===== src/rtl/dma_mem_arbiter_if.sv =====
// Bundle of CPU, DMA and memory-port signals shared by the arbiter and its neighbours.
// slave is the arbiter's view; master is the view of whoever drives the requests.
interface dma_mem_arbiter_if #(
  parameter int ADDR_W = 32,
  parameter int DATA_W = 32
);
  logic              cpu_req;
  logic              cpu_we;
  logic [ADDR_W-1:0] cpu_addr;
  logic [DATA_W-1:0] cpu_wdata;
  logic              cpu_hold;
  logic              dma_req;
  logic [3:0]        dma_len;
  logic              dma_we;
  logic [ADDR_W-1:0] dma_addr;
  logic [DATA_W-1:0] dma_wdata;
  logic              dma_ack;
  logic              dma_done;
  logic              mem_en;
  logic              mem_we;
  logic [ADDR_W-1:0] mem_addr;
  logic [DATA_W-1:0] mem_wdata;

  modport slave (
    input  cpu_req, cpu_we, cpu_addr, cpu_wdata,
    input  dma_req, dma_len, dma_we, dma_addr, dma_wdata,
    output cpu_hold, dma_ack, dma_done,
    output mem_en, mem_we, mem_addr, mem_wdata
  );

  modport master (
    output cpu_req, cpu_we, cpu_addr, cpu_wdata,
    output dma_req, dma_len, dma_we, dma_addr, dma_wdata,
    input  cpu_hold, dma_ack, dma_done,
    input  mem_en, mem_we, mem_addr, mem_wdata
  );
endinterface


===== src/rtl/dma_mem_arbiter.sv =====
// Data-memory port arbiter: bus parked on the CPU, DMA gets bursts when the CPU is
// idle or after a starvation limit; every burst ends with one turnaround cycle.
module dma_mem_arbiter #(
  parameter int ADDR_W       = 32,
  parameter int DATA_W       = 32,
  parameter int MAX_BURST    = 8,
  parameter int STARVE_LIMIT = 4
) (
  input logic               clk,
  input logic               rst,
  dma_mem_arbiter_if.slave  bus
);

  typedef enum logic [1:0] {
    S_CPU  = 2'd0,
    S_DMA  = 2'd1,
    S_TURN = 2'd2
  } state_t;

  localparam logic [3:0] MAX_B    = 4'(MAX_BURST);
  localparam logic [3:0] STARVE_L = 4'(STARVE_LIMIT);

  state_t            state, state_nxt;
  logic [3:0]        beat_cnt, burst_len, starve_cnt;
  logic              last_beat, starved;
  logic              mem_en_c, sel_we;
  logic [ADDR_W-1:0] sel_addr;
  logic [DATA_W-1:0] sel_wdata;

  // A zero-length request still moves one beat; over-long ones are cut to MAX_BURST.
  function automatic logic [3:0] clamp_len(input logic [3:0] len);
    if (len == 4'd0) return 4'd1;
    if (len > MAX_B) return MAX_B;
    return len;
  endfunction

  assign last_beat = (beat_cnt == burst_len - 4'd1);
  assign starved   = (starve_cnt == STARVE_L);

  always_ff @(posedge clk or posedge rst) begin
    if (rst) begin
      state      <= S_CPU;
      beat_cnt   <= 4'd0;
      burst_len  <= 4'd0;
      starve_cnt <= 4'd0;
    end else begin
      state <= state_nxt;
      case (state)
        S_CPU: begin
          if (state_nxt == S_DMA) begin
            burst_len  <= clamp_len(bus.dma_len);
            beat_cnt   <= 4'd0;
            starve_cnt <= 4'd0;
          end else if (!bus.dma_req) begin
            starve_cnt <= 4'd0;
          end else if (bus.cpu_req && !starved) begin
            starve_cnt <= starve_cnt + 4'd1;
          end
        end
        S_DMA: begin
          if (bus.dma_req) beat_cnt <= beat_cnt + 4'd1;
        end
        default: ;
      endcase
    end
  end

  always_comb begin
    state_nxt = state;
    case (state)
      S_CPU:   if (bus.dma_req && (!bus.cpu_req || starved)) state_nxt = S_DMA;
      S_DMA:   if (!bus.dma_req || last_beat) state_nxt = S_TURN;
      S_TURN:  state_nxt = S_CPU;
      default: state_nxt = S_CPU;
    endcase
  end

  always_comb begin
    sel_addr     = bus.cpu_addr;
    sel_wdata    = bus.cpu_wdata;
    sel_we       = bus.cpu_we;
    mem_en_c     = 1'b0;
    bus.cpu_hold = 1'b0;
    bus.dma_ack  = 1'b0;
    bus.dma_done = 1'b0;
    case (state)
      S_CPU: begin
        mem_en_c = bus.cpu_req;
      end
      S_DMA: begin
        sel_addr     = bus.dma_addr;
        sel_wdata    = bus.dma_wdata;
        sel_we       = bus.dma_we;
        mem_en_c     = bus.dma_req;
        bus.dma_ack  = bus.dma_req;
        bus.cpu_hold = bus.cpu_req;
        bus.dma_done = bus.dma_req && last_beat;
      end
      S_TURN: begin
        bus.cpu_hold = bus.cpu_req;
      end
      default: ;
    endcase
  end

  // Writes never leak out on cycles where the port is not enabled.
  assign bus.mem_en    = mem_en_c;
  assign bus.mem_we    = mem_en_c & sel_we;
  assign bus.mem_addr  = sel_addr;
  assign bus.mem_wdata = sel_wdata;

endmodule


===== src/flat_wrapper.sv =====
// flat-port wrapper written by rule: the top's interface ports become plain ports
module dma_mem_arbiter_flat 
#(
  parameter int ADDR_W       = 32,
  parameter int DATA_W       = 32,
  parameter int MAX_BURST    = 8,
  parameter int STARVE_LIMIT = 4
)
  (clk, rst, bus_cpu_req, bus_cpu_we, bus_cpu_addr, bus_cpu_wdata, bus_dma_req, bus_dma_len, bus_dma_we, bus_dma_addr, bus_dma_wdata, bus_cpu_hold, bus_dma_ack, bus_dma_done, bus_mem_en, bus_mem_we, bus_mem_addr, bus_mem_wdata);
  dma_mem_arbiter_if #(.ADDR_W(ADDR_W), .DATA_W(DATA_W)) bus_i ();
  input logic clk;
  input logic rst;
  input wire logic [$bits(bus_i.cpu_req)-1:0] bus_cpu_req;
  input wire logic [$bits(bus_i.cpu_we)-1:0] bus_cpu_we;
  input wire logic [$bits(bus_i.cpu_addr)-1:0] bus_cpu_addr;
  input wire logic [$bits(bus_i.cpu_wdata)-1:0] bus_cpu_wdata;
  input wire logic [$bits(bus_i.dma_req)-1:0] bus_dma_req;
  input wire logic [$bits(bus_i.dma_len)-1:0] bus_dma_len;
  input wire logic [$bits(bus_i.dma_we)-1:0] bus_dma_we;
  input wire logic [$bits(bus_i.dma_addr)-1:0] bus_dma_addr;
  input wire logic [$bits(bus_i.dma_wdata)-1:0] bus_dma_wdata;
  output wire logic [$bits(bus_i.cpu_hold)-1:0] bus_cpu_hold;
  output wire logic [$bits(bus_i.dma_ack)-1:0] bus_dma_ack;
  output wire logic [$bits(bus_i.dma_done)-1:0] bus_dma_done;
  output wire logic [$bits(bus_i.mem_en)-1:0] bus_mem_en;
  output wire logic [$bits(bus_i.mem_we)-1:0] bus_mem_we;
  output wire logic [$bits(bus_i.mem_addr)-1:0] bus_mem_addr;
  output wire logic [$bits(bus_i.mem_wdata)-1:0] bus_mem_wdata;
  assign bus_i.cpu_req = bus_cpu_req;
  assign bus_i.cpu_we = bus_cpu_we;
  assign bus_i.cpu_addr = bus_cpu_addr;
  assign bus_i.cpu_wdata = bus_cpu_wdata;
  assign bus_i.dma_req = bus_dma_req;
  assign bus_i.dma_len = bus_dma_len;
  assign bus_i.dma_we = bus_dma_we;
  assign bus_i.dma_addr = bus_dma_addr;
  assign bus_i.dma_wdata = bus_dma_wdata;
  assign bus_cpu_hold = bus_i.cpu_hold;
  assign bus_dma_ack = bus_i.dma_ack;
  assign bus_dma_done = bus_i.dma_done;
  assign bus_mem_en = bus_i.mem_en;
  assign bus_mem_we = bus_i.mem_we;
  assign bus_mem_addr = bus_i.mem_addr;
  assign bus_mem_wdata = bus_i.mem_wdata;
  dma_mem_arbiter #(.ADDR_W(ADDR_W), .DATA_W(DATA_W), .MAX_BURST(MAX_BURST), .STARVE_LIMIT(STARVE_LIMIT)) u_core (.clk(clk), .rst(rst), .bus(bus_i));
endmodule

===== config.mk =====
export PLATFORM = sky130hd
export DESIGN_NAME = dma_mem_arbiter_flat
export DESIGN_NICKNAME = d
export VERILOG_FILES = /design/src/rtl/dma_mem_arbiter_if.sv /design/src/rtl/dma_mem_arbiter.sv /design/src/flat_wrapper.sv
export SDC_FILE = /design/constraint.sdc
export NUM_CORES = 1
export LEC_CHECK = 0
export ABC_CLOCK_PERIOD_IN_PS = 4500
export CORE_MARGIN = 10
export CORE_UTILIZATION = 29
export CTS_CLUSTER_SIZE = 16
export DETAILED_ROUTE_END_ITERATION = 6
export GPL_ROUTABILITY_DRIVEN = 0
export PLACE_DENSITY = 0.95
export SLEW_MARGIN = 0
export SYNTH_ARGS = -nofsm -noshare
export SYNTH_HDL_FRONTEND = slang
export SYNTH_SLANG_ARGS = --single-unit

===== constraint.sdc =====
create_clock -name clk -period 4.5 [get_ports clk]
set_input_delay 1.125 -clock clk [delete_from_list [all_inputs] [get_ports clk]]
set_output_delay 1.125 -clock clk [all_outputs]
set_load 0.02 [all_outputs]

---- Yosys cells after proc, flatten, opt, wreduce, memory -nomap -nowiden ----
Index checks and enable logic that the tools add are counted.
storage, ports and cells
  register bits ........................... 14
  bits of input ports ..................... 138
  output and inout port bits .............. 69
  logic and storage cells ................. 59
cells by class
  bitwise operators ....................... 1
  add/subtract/negate cells ............... 3
  multiplexer cells ....................... 27
  equality and inequality tests ........... 8
  $lt $le $gt $ge ......................... 1
  reduce and logical (&&, ||, !) cells .... 15
operator list
  kind                 count
  $mux 32              2
  $mux 4               9
  $mux 1               11
  $add 4x1->4 const B  2
  $pmux 4 s2           1
  $eq 2x1->1 const B   2
  $eq 4x3->1 const B   1
  $eq 4x4->1           1
  $gt 4x4->1 const B   1
  $logic_not 4->1      1
  $mux 2               2
  $pmux 2 s2           1
  $reduce_and 2->1     2
  $sub 4x1->4 const B  1
  $logic_and 1x1->1    3
  $logic_not 1->1      3
  $ne 3x1->1 const B   1
  $reduce_and 3->1     1
  $eq 2x2->1 const B   1
  $logic_not 2->1      1
  $logic_or 1x1->1     2
  $ne 2x1->1 const B   1
  $ne 2x2->1 const B   1
  $pmux 1 s2           1
  other kinds (3)      3

---- Depth between registers and ports, before layout ----
Gate-level depths: netlist (run 1).
  depth in word-level cells ............... 13
  gate-level depth with buffers ........... 10
  gate-level depth less buffers ........... 8

---- Worst setup path after synthesis (run 1) ----
No wires, ideal clock.
  kind .................................... in2out
  start point ............................. in bus_dma_req
  end point ............................... out bus_dma_done
  stages .................................. 3
  required time ........................... 3375 ps
  data arrival time ....................... 1934 ps
  buffers on the path ..................... 1
  path slack .............................. 1441 ps
  path through ............................ buf_2 -> nand2_1 -> nor3_1
on the way
  cells in the longest elaborated chain, start to end .. 2
ends and longest elaborated chain
  item               RTL line               RTL
  from (decl)        flat_wrapper.sv:17     input wire logic [$bits(bus_i.dma_req)-1:0] bus_dma_req;
  $logic_and 1x1->1  dma_mem_arbiter.sv:97  bus.dma_done = bus.dma_req && last_beat;
  $mux 1             dma_mem_arbiter.sv:86  case (state)
  to (decl)          flat_wrapper.sv:24     output wire logic [$bits(bus_i.dma_done)-1:0] bus_dma_done;
No other way between the ends.

---- Worst setup path after layout (run 1) ----
Same ends and word-level chain as after synthesis.

==> results.md, run 1 <==
- Syn_nets: 325
- Xor/xnor share of the synthesized area: 3.37%
- Die Width: 96.8 um
- Layout Area Growth over Synthesis: 128%
- Die H: 96.8 um
- Slew margin rel.: 59.9%
- CP endpoint kind: output pin
- Skew-Pair Late Insertion Delay: 0.26 ns
- # port buffers: 206
- Area share of fa/ha/maj cells after synthesis: 4.39%
- Antenna Nets Post-Route: 0
- Fillers: 444
- Post-Synth Simple-Gate Area: 10.0%
- Final #Nets: 527
- Synth top area share: 42.8%
- Combinational family with the most area after synthesis: multiplexers
- Final WL: 10200 um
- #FFs+latches synth: 14
- Synth cell types: 41
- Iter 0 DRT Violations: 68
- CTS tree: built
- WP buf/inv: 2
- Post-Syn Area per Cell: 9.44 um2
- Commonest non-fill, non-tap cell in the layout: clkdlybuf4s50_1
- Share of cells above drive strength 1: 19.9%
- Most used cell, CP: clkdlybuf4s50_1
- Critical Path, Cell by Cell: clkdlybuf4s50_1 -> nand2_1 -> nor3_1 -> clkdlybuf4s50_1
- Asr flop ratio synth: 100%
- Pin count of the biggest net entering global routing: 43
- Cell Pwr Density: 447 nW/um2
- # IOs: 207
- Slew @ Worst Pin: 0.598 ns
- Clock buffer depth: 2
- Slew Limit Fails: 0
- CP max FO: 6
- Cell taking the most area after synthesis: mux2_2
- Synth Cell Area: 1710 um2
- Initial Util: 30.5%
- Number of vias per cell: 4.83
- TNS Setup: 0 ns
- Die area: 9360 um2
- Slowest stage delay, CP: 0.64 ns
- Mux contribution to synthesized area: 44.1%
- Req. time, crit path: 3.38 ns
- Maximum vdd drop: 0.223 mV
- Prevailing post-synth register cell: dfrtp_1
- Clk_skew: 0.00891 ns
- Critical path depth: 4
- DR vias: 2195
- Remaining DRCs: 0
- Antenna violations before repair: 0
- Placeable core region: 5610 um2
- Post-Synthesis Cells: 181
- Post-DP HPWL: 9130 um
- Final Total Pwr: 1.74 mW
- Drt wl/cell: 22.4 um
- Cts-stage hold buffer count: 0
- CP startpoint kind: input pin
- Vias in the first global route: 2368
- Yosys warns: 0
- Fmax: 265 MHz
- CP delay by family, top: buffers and inverters
- Post-synth EDFFs: 0
- Worst setup path class: in2out
- Final critical-path required period: 3.78 ns
- Arrival time worst endpoint: 2.65 ns
- H-Tree Depth: 1
- Compound-Gate Fraction of Synth Area: 11.9%
- Pre-Repair DR Iteration Count: 6
- Period utilisation layout: 84.0%
- Leak: 1.52 nW
- Site Rows: 27
- Total gr overflow: 0
- Gr usage total: 20.0%
- CTS root buf: clkbuf_8
- Register area: 350 um2
- Status: completed
- Final setup vio count: 0
- Worst R2R Path Depth: 7
- Slowest cell on the critical path: clkdlybuf4s50_1
- Hold Crit Class: reg2reg
- Hold depth: 1
- Most frequent cells in the layout: 206 x clkdlybuf4s50_1, 65 x mux2_2, 14 x dfrtp_1, 13 x inv_1, 12 x nand2_1
- N_diodes: 0
- Area of the multi-input gates: 1260 um2
- Inserted Clock Buffers: 3
- Max Cap Viol: 0
- CTS clock-pin slew for the worst setup and hold paths: 0.06 ns
- First-pass GRT wire length: 14700 um
- RSZ-0062 raised after global routing: no
- Final Hold Fails: 0
- Post-CTS Setup Bufs: 0
- Post-CTS resize count: 0
- Register area share after synthesis: 20.5%
- Sink Count: 14
- Synth area leaders: mux2_2 43%, dfrtp_1 20%, ha_1 4.4%, inv_1 2.9%, nand2_1 2.6%
==> flip-flops by register name, indices dropped and copies added (netlist names) <==
signal,flops
u_core.beat_cnt,4
u_core.burst_len,4
u_core.starve_cnt,4
u_core.state,2
==> synth_stat cells (2+ instances only) <==
cell type  number
inv_1          13
o22ai_1         2
mux2_2         65
nand3_1         3
and3_1          2
clkbuf_1        7
a31oi_1         3
buf_1           2
nor3_1          3
xor2_1          2
nand4_1         2
nand2b_1        2
xnor2_1         2
nand2_1        12
dfrtp_1        14
nor2_1          6
a21oi_1         4
o21ai_0         8
ha_1            6
buf_2           2
==> cell families after synthesis <==
logic type,Yosys count
compound gates,29
buf+inv,25
fa+ha+maj,6
mux,67
simple gates,35
flops,14
xor+xnor,5
==> area by class of cell <==
type                            count  share of cell area [%]
Timing Repair Buffer              209                    53.6
Tap cell                           72                    2.31
Multi-Input combinational cell    142                    32.5
Inverter                           13                    1.25
Sequential cell                    14                    9.00
Clock buffer                        4                    1.41
==> path summary, 6_finish.rpt <==
check	slack [ns]	startpoint	to
worst max-delay path	0.72	bus_dma_req	bus_dma_done
worst min-delay path	0.52	u_core.burst_len[3]	u_core.burst_len[3]
worst max register to register	1.71	u_core.state[0]	u_core.burst_len[3]
worst min register to register	0.52	u_core.burst_len[3]	u_core.burst_len[3]
max in group asynchronous	2.90	rst	u_core.burst_len[2]
min in group asynchronous	1.22	rst	u_core.beat_cnt[1]
==> routing by layer <==
| layer | routed length, um | global-route usage (%) | part of all wire (%) |
|---|---|---|---|
| met1 | 3220 | 17.5 | 32 |
| met2 | 5850 | 40.1 | 57 |
| met3 | 966 | 8.59 | 9.5 |
| met4 | 143 | 4.51 | 1.4 |
| met5 | 0 | 0 | 0 |
==> power breakdown <==
group          internal, mW  total, mW  switching (mW)
combinational         0.718       1.40           0.678
clock                0.0777      0.128          0.0504
sequential            0.170      0.216          0.0467
total                 0.965       1.74           0.775
==> metrics by stage <==
step	instances	hold slack [ns]	cell area [um2]	setup WS, ns	util (%)
after floorplan	181	0.459	1710	1.44	-
after global placement	450	0.476	3840	0.753	68.4
after detailed placement	450	0.511	3840	0.745	68.4
after CTS	454	0.517	3890	0.726	69.4
after global routing	454	0.536	3890	0.688	69.4
final	454	0.522	3890	0.721	69.4
Note: power is estimated with default switching activity, not from simulation.
==> inputs of run 2 (changes only) <==
ABC_CLOCK_PERIOD_IN_PS = 3100   (was 4500)
CORE_UTILIZATION = 24   (was 29)
PLACE_DENSITY = 0.85   (was 0.95)
clock period = 3.1 ns   (was 4.5 ns; I/O delays follow)
==> results.md, run 2 (synthesis gave the netlist of run 1 again) <==
- Fmax: 333 MHz
- Arrival time worst endpoint: 2.22 ns (-0.43 ns)
- Total gr overflow: 0 (unchanged)
- # port buffers: 206 (unchanged)
- Fillers: 607 (+37%)
- Die area: 10900 um2 (+16%)
- Slew margin rel.: 62.2% (+2.3 points)
- TNS Setup: 0 ns (unchanged)
- Final critical-path required period: 3.00 ns
- # IOs: 207 (unchanged)
- Initial Util: 24.9% (-5.6 points)
- Critical Path, Cell by Cell: clkdlybuf4s50_1 -> nand2_1 -> a21oi_1 -> clkdlybuf4s50_1
- Die Width: 104 um (+7.9%)
- Cells after DPL: 477 (+6.0%)
- Antenna violations before repair: 0 (unchanged)
- Most frequent cells in the layout: 205 x clkdlybuf4s50_1, 65 x mux2_2, 14 x dfrtp_1, 13 x inv_1, 12 x nand2_1
- Cell Pwr Density: 641 nW/um2 (+43%)
- H-Tree Depth: 1 (unchanged)
- CTS clock-pin slew for the worst setup and hold paths: 0.06 ns (about the same)
- Share of cells above drive strength 1: 20.3% (+0.42 points)
- Number of vias per cell: 4.57 (-5.5%)
- Worst setup path class: in2out
- RSZ-0062 raised after global routing: no
- First-pass GRT wire length: 14800 um (+0.80%)
- Site Rows: 30 (+11%)
- CP startpoint kind: input pin
- Clk_skew: 0.00130 ns (-0.00761 ns)
- Post-CTS Setup Bufs: 0 (unchanged)
- Non-Filler Instances: 480 (+5.7%)
- Die H: 104 um (+7.9%)
- N_diodes: 0 (unchanged)
- CP max FO: 6 (unchanged)
- Layout Area Growth over Synthesis: 131%
- DR vias: 2192 (-0.14%)
- Final core utilization: 57.4% (-12 points)
- Register area: 350 um2 (unchanged)
- Final #Nets: 530 (+0.57%)
- Post-DP HPWL: 8740 um (-4.3%)
- Top flop regs: u_core.beat_cnt x4, u_core.burst_len x4, u_core.starve_cnt x4
- Slowest cell on the critical path: clkdlybuf4s50_1
- Iter 0 DRT Violations: 83 (+22%)
- Maximum vdd drop: 0.363 mV (+63%)
- Req. time, crit path: 2.32 ns (-1.06 ns)
- Hold Crit Class: reg2reg
- Skew-Pair Late Insertion Delay: 0.24 ns (-0.02 ns)
- Drt wl/cell: 20.4 um (-9.1%)
- CTS root buf: clkbuf_8
- Final Hold Fails: 0 (unchanged)
- Antenna Nets Post-Route: 0 (unchanged)
- Status: completed
- Sink Count: 14 (unchanged)
- CP delay by family, top: buffers and inverters
- CTS tree: built
- CP endpoint kind: output pin
- Slowest stage delay, CP: 0.64 ns (about the same)
- Slew Limit Fails: 0 (unchanged)
- Period utilisation layout: 96.8%
- WP buf/inv: 2 (unchanged)
- Remaining DRCs: 0 (unchanged)
- Inserted Clock Buffers: 3 (unchanged)
- Commonest non-fill, non-tap cell in the layout: clkdlybuf4s50_1
- Most used cell, CP: clkdlybuf4s50_1
- Pin count of the biggest net entering global routing: 50 (+16%)
- Final WL: 9790 um (-3.9%)
- Final setup vio count: 0 (unchanged)
- Leak: 1.55 nW (+1.9%)
- Vias in the first global route: 2507 (+5.9%)
- Max Cap Viol: 0 (unchanged)
- Pre-Repair DR Iteration Count: 5 (-1)
- Clock buffer depth: 2 (unchanged)
- Gr usage total: 17.0% (-3.0 points)
- Slew @ Worst Pin: 0.566 ns (-0.0318 ns)
- Placeable core region: 6870 um2 (+22%)
- Area of the multi-input gates: 1260 um2 (unchanged)
==> run 2: final cells by class <==
class / count / area share (%)
Timing Repair Buffer: 212 / 53.8
Multi-Input combinational cell: 142 / 32.0
Sequential cell: 14 / 8.88
Tap cell: 96 / 3.04
Inverter: 13 / 1.24
Clock buffer: 3 / 1.05
==> run 2: final timing paths <==
kind,end,cells after the start,startpoint,slack [ns]
max in group asynchronous,u_core.state[1],2,rst,1.81
min in group asynchronous,u_core.beat_cnt[0],2,rst,0.92
worst max register to register,u_core.burst_len[3],8,u_core.state[1],0.65
worst min-delay path,u_core.starve_cnt[3],1,u_core.starve_cnt[3],0.52
worst min register to register,u_core.starve_cnt[3],1,u_core.starve_cnt[3],0.52
worst max-delay path,bus_mem_we,4,bus_dma_req,0.10
==> run 2: repair_timing <==
action / CTS / global route
gates resized for setup: 0 / 1
hold buffers: 0 / 0
setup endpoints to repair: 0 / 1
==> run 2: where the power goes <==
part	leakage [nW]	internal, mW	switching (mW)
Combinational	1.34	1.08	0.979
Sequential	0.185	0.246	0.0710
Clock	0.0216	0.0859	0.0643
Total	1.55	1.42	1.11
==> run 2: through the flow <==
| stage | area, um2 | total power, mW | hold slack (ns) | setup WS [ns] |
|---|---|---|---|---|
| after detailed placement | 3900 | 2.39 | 0.497 | 0.0278 |
| after global routing | 3950 | 2.70 | 0.544 | 0.0191 |
| after CTS | 3940 | 2.55 | 0.505 | 0.0216 |
| after global placement | 3900 | 2.35 | 0.481 | 0.0356 |
| after floorplan | 1710 | 1.50 | 0.459 | 0.403 |
| final | 3950 | 2.53 | 0.519 | 0.101 |
==> run 2: worst register-to-register path, cell delays in order (launching register included) <==
cell and delay [ns]:
dfrtp_1 0.36, inv_1 0.12, ha_2 0.25, buf_4 0.28
inv_1 0.18, o31a_1 0.16, o2bb2ai_2 0.41, or2_1 0.23
mux2_1 0.33
==> run 2: per-layer routing <==
metal	track usage, %	vias to the layer above	routed length, um
met3	6.51	6	941
li1	-	1067	-
met1	15.6	1003	3210
met2	33.8	116	5530
met5	0	-	0
met4	3.78	0	108
==> inputs of run 3 (changes only) <==
CAP_MARGIN = 30   (was default)
SLEW_MARGIN = 20   (was 0)
==> results of run 3 <==
No change in the layout: final DEF, timing and power equal those of run 2.
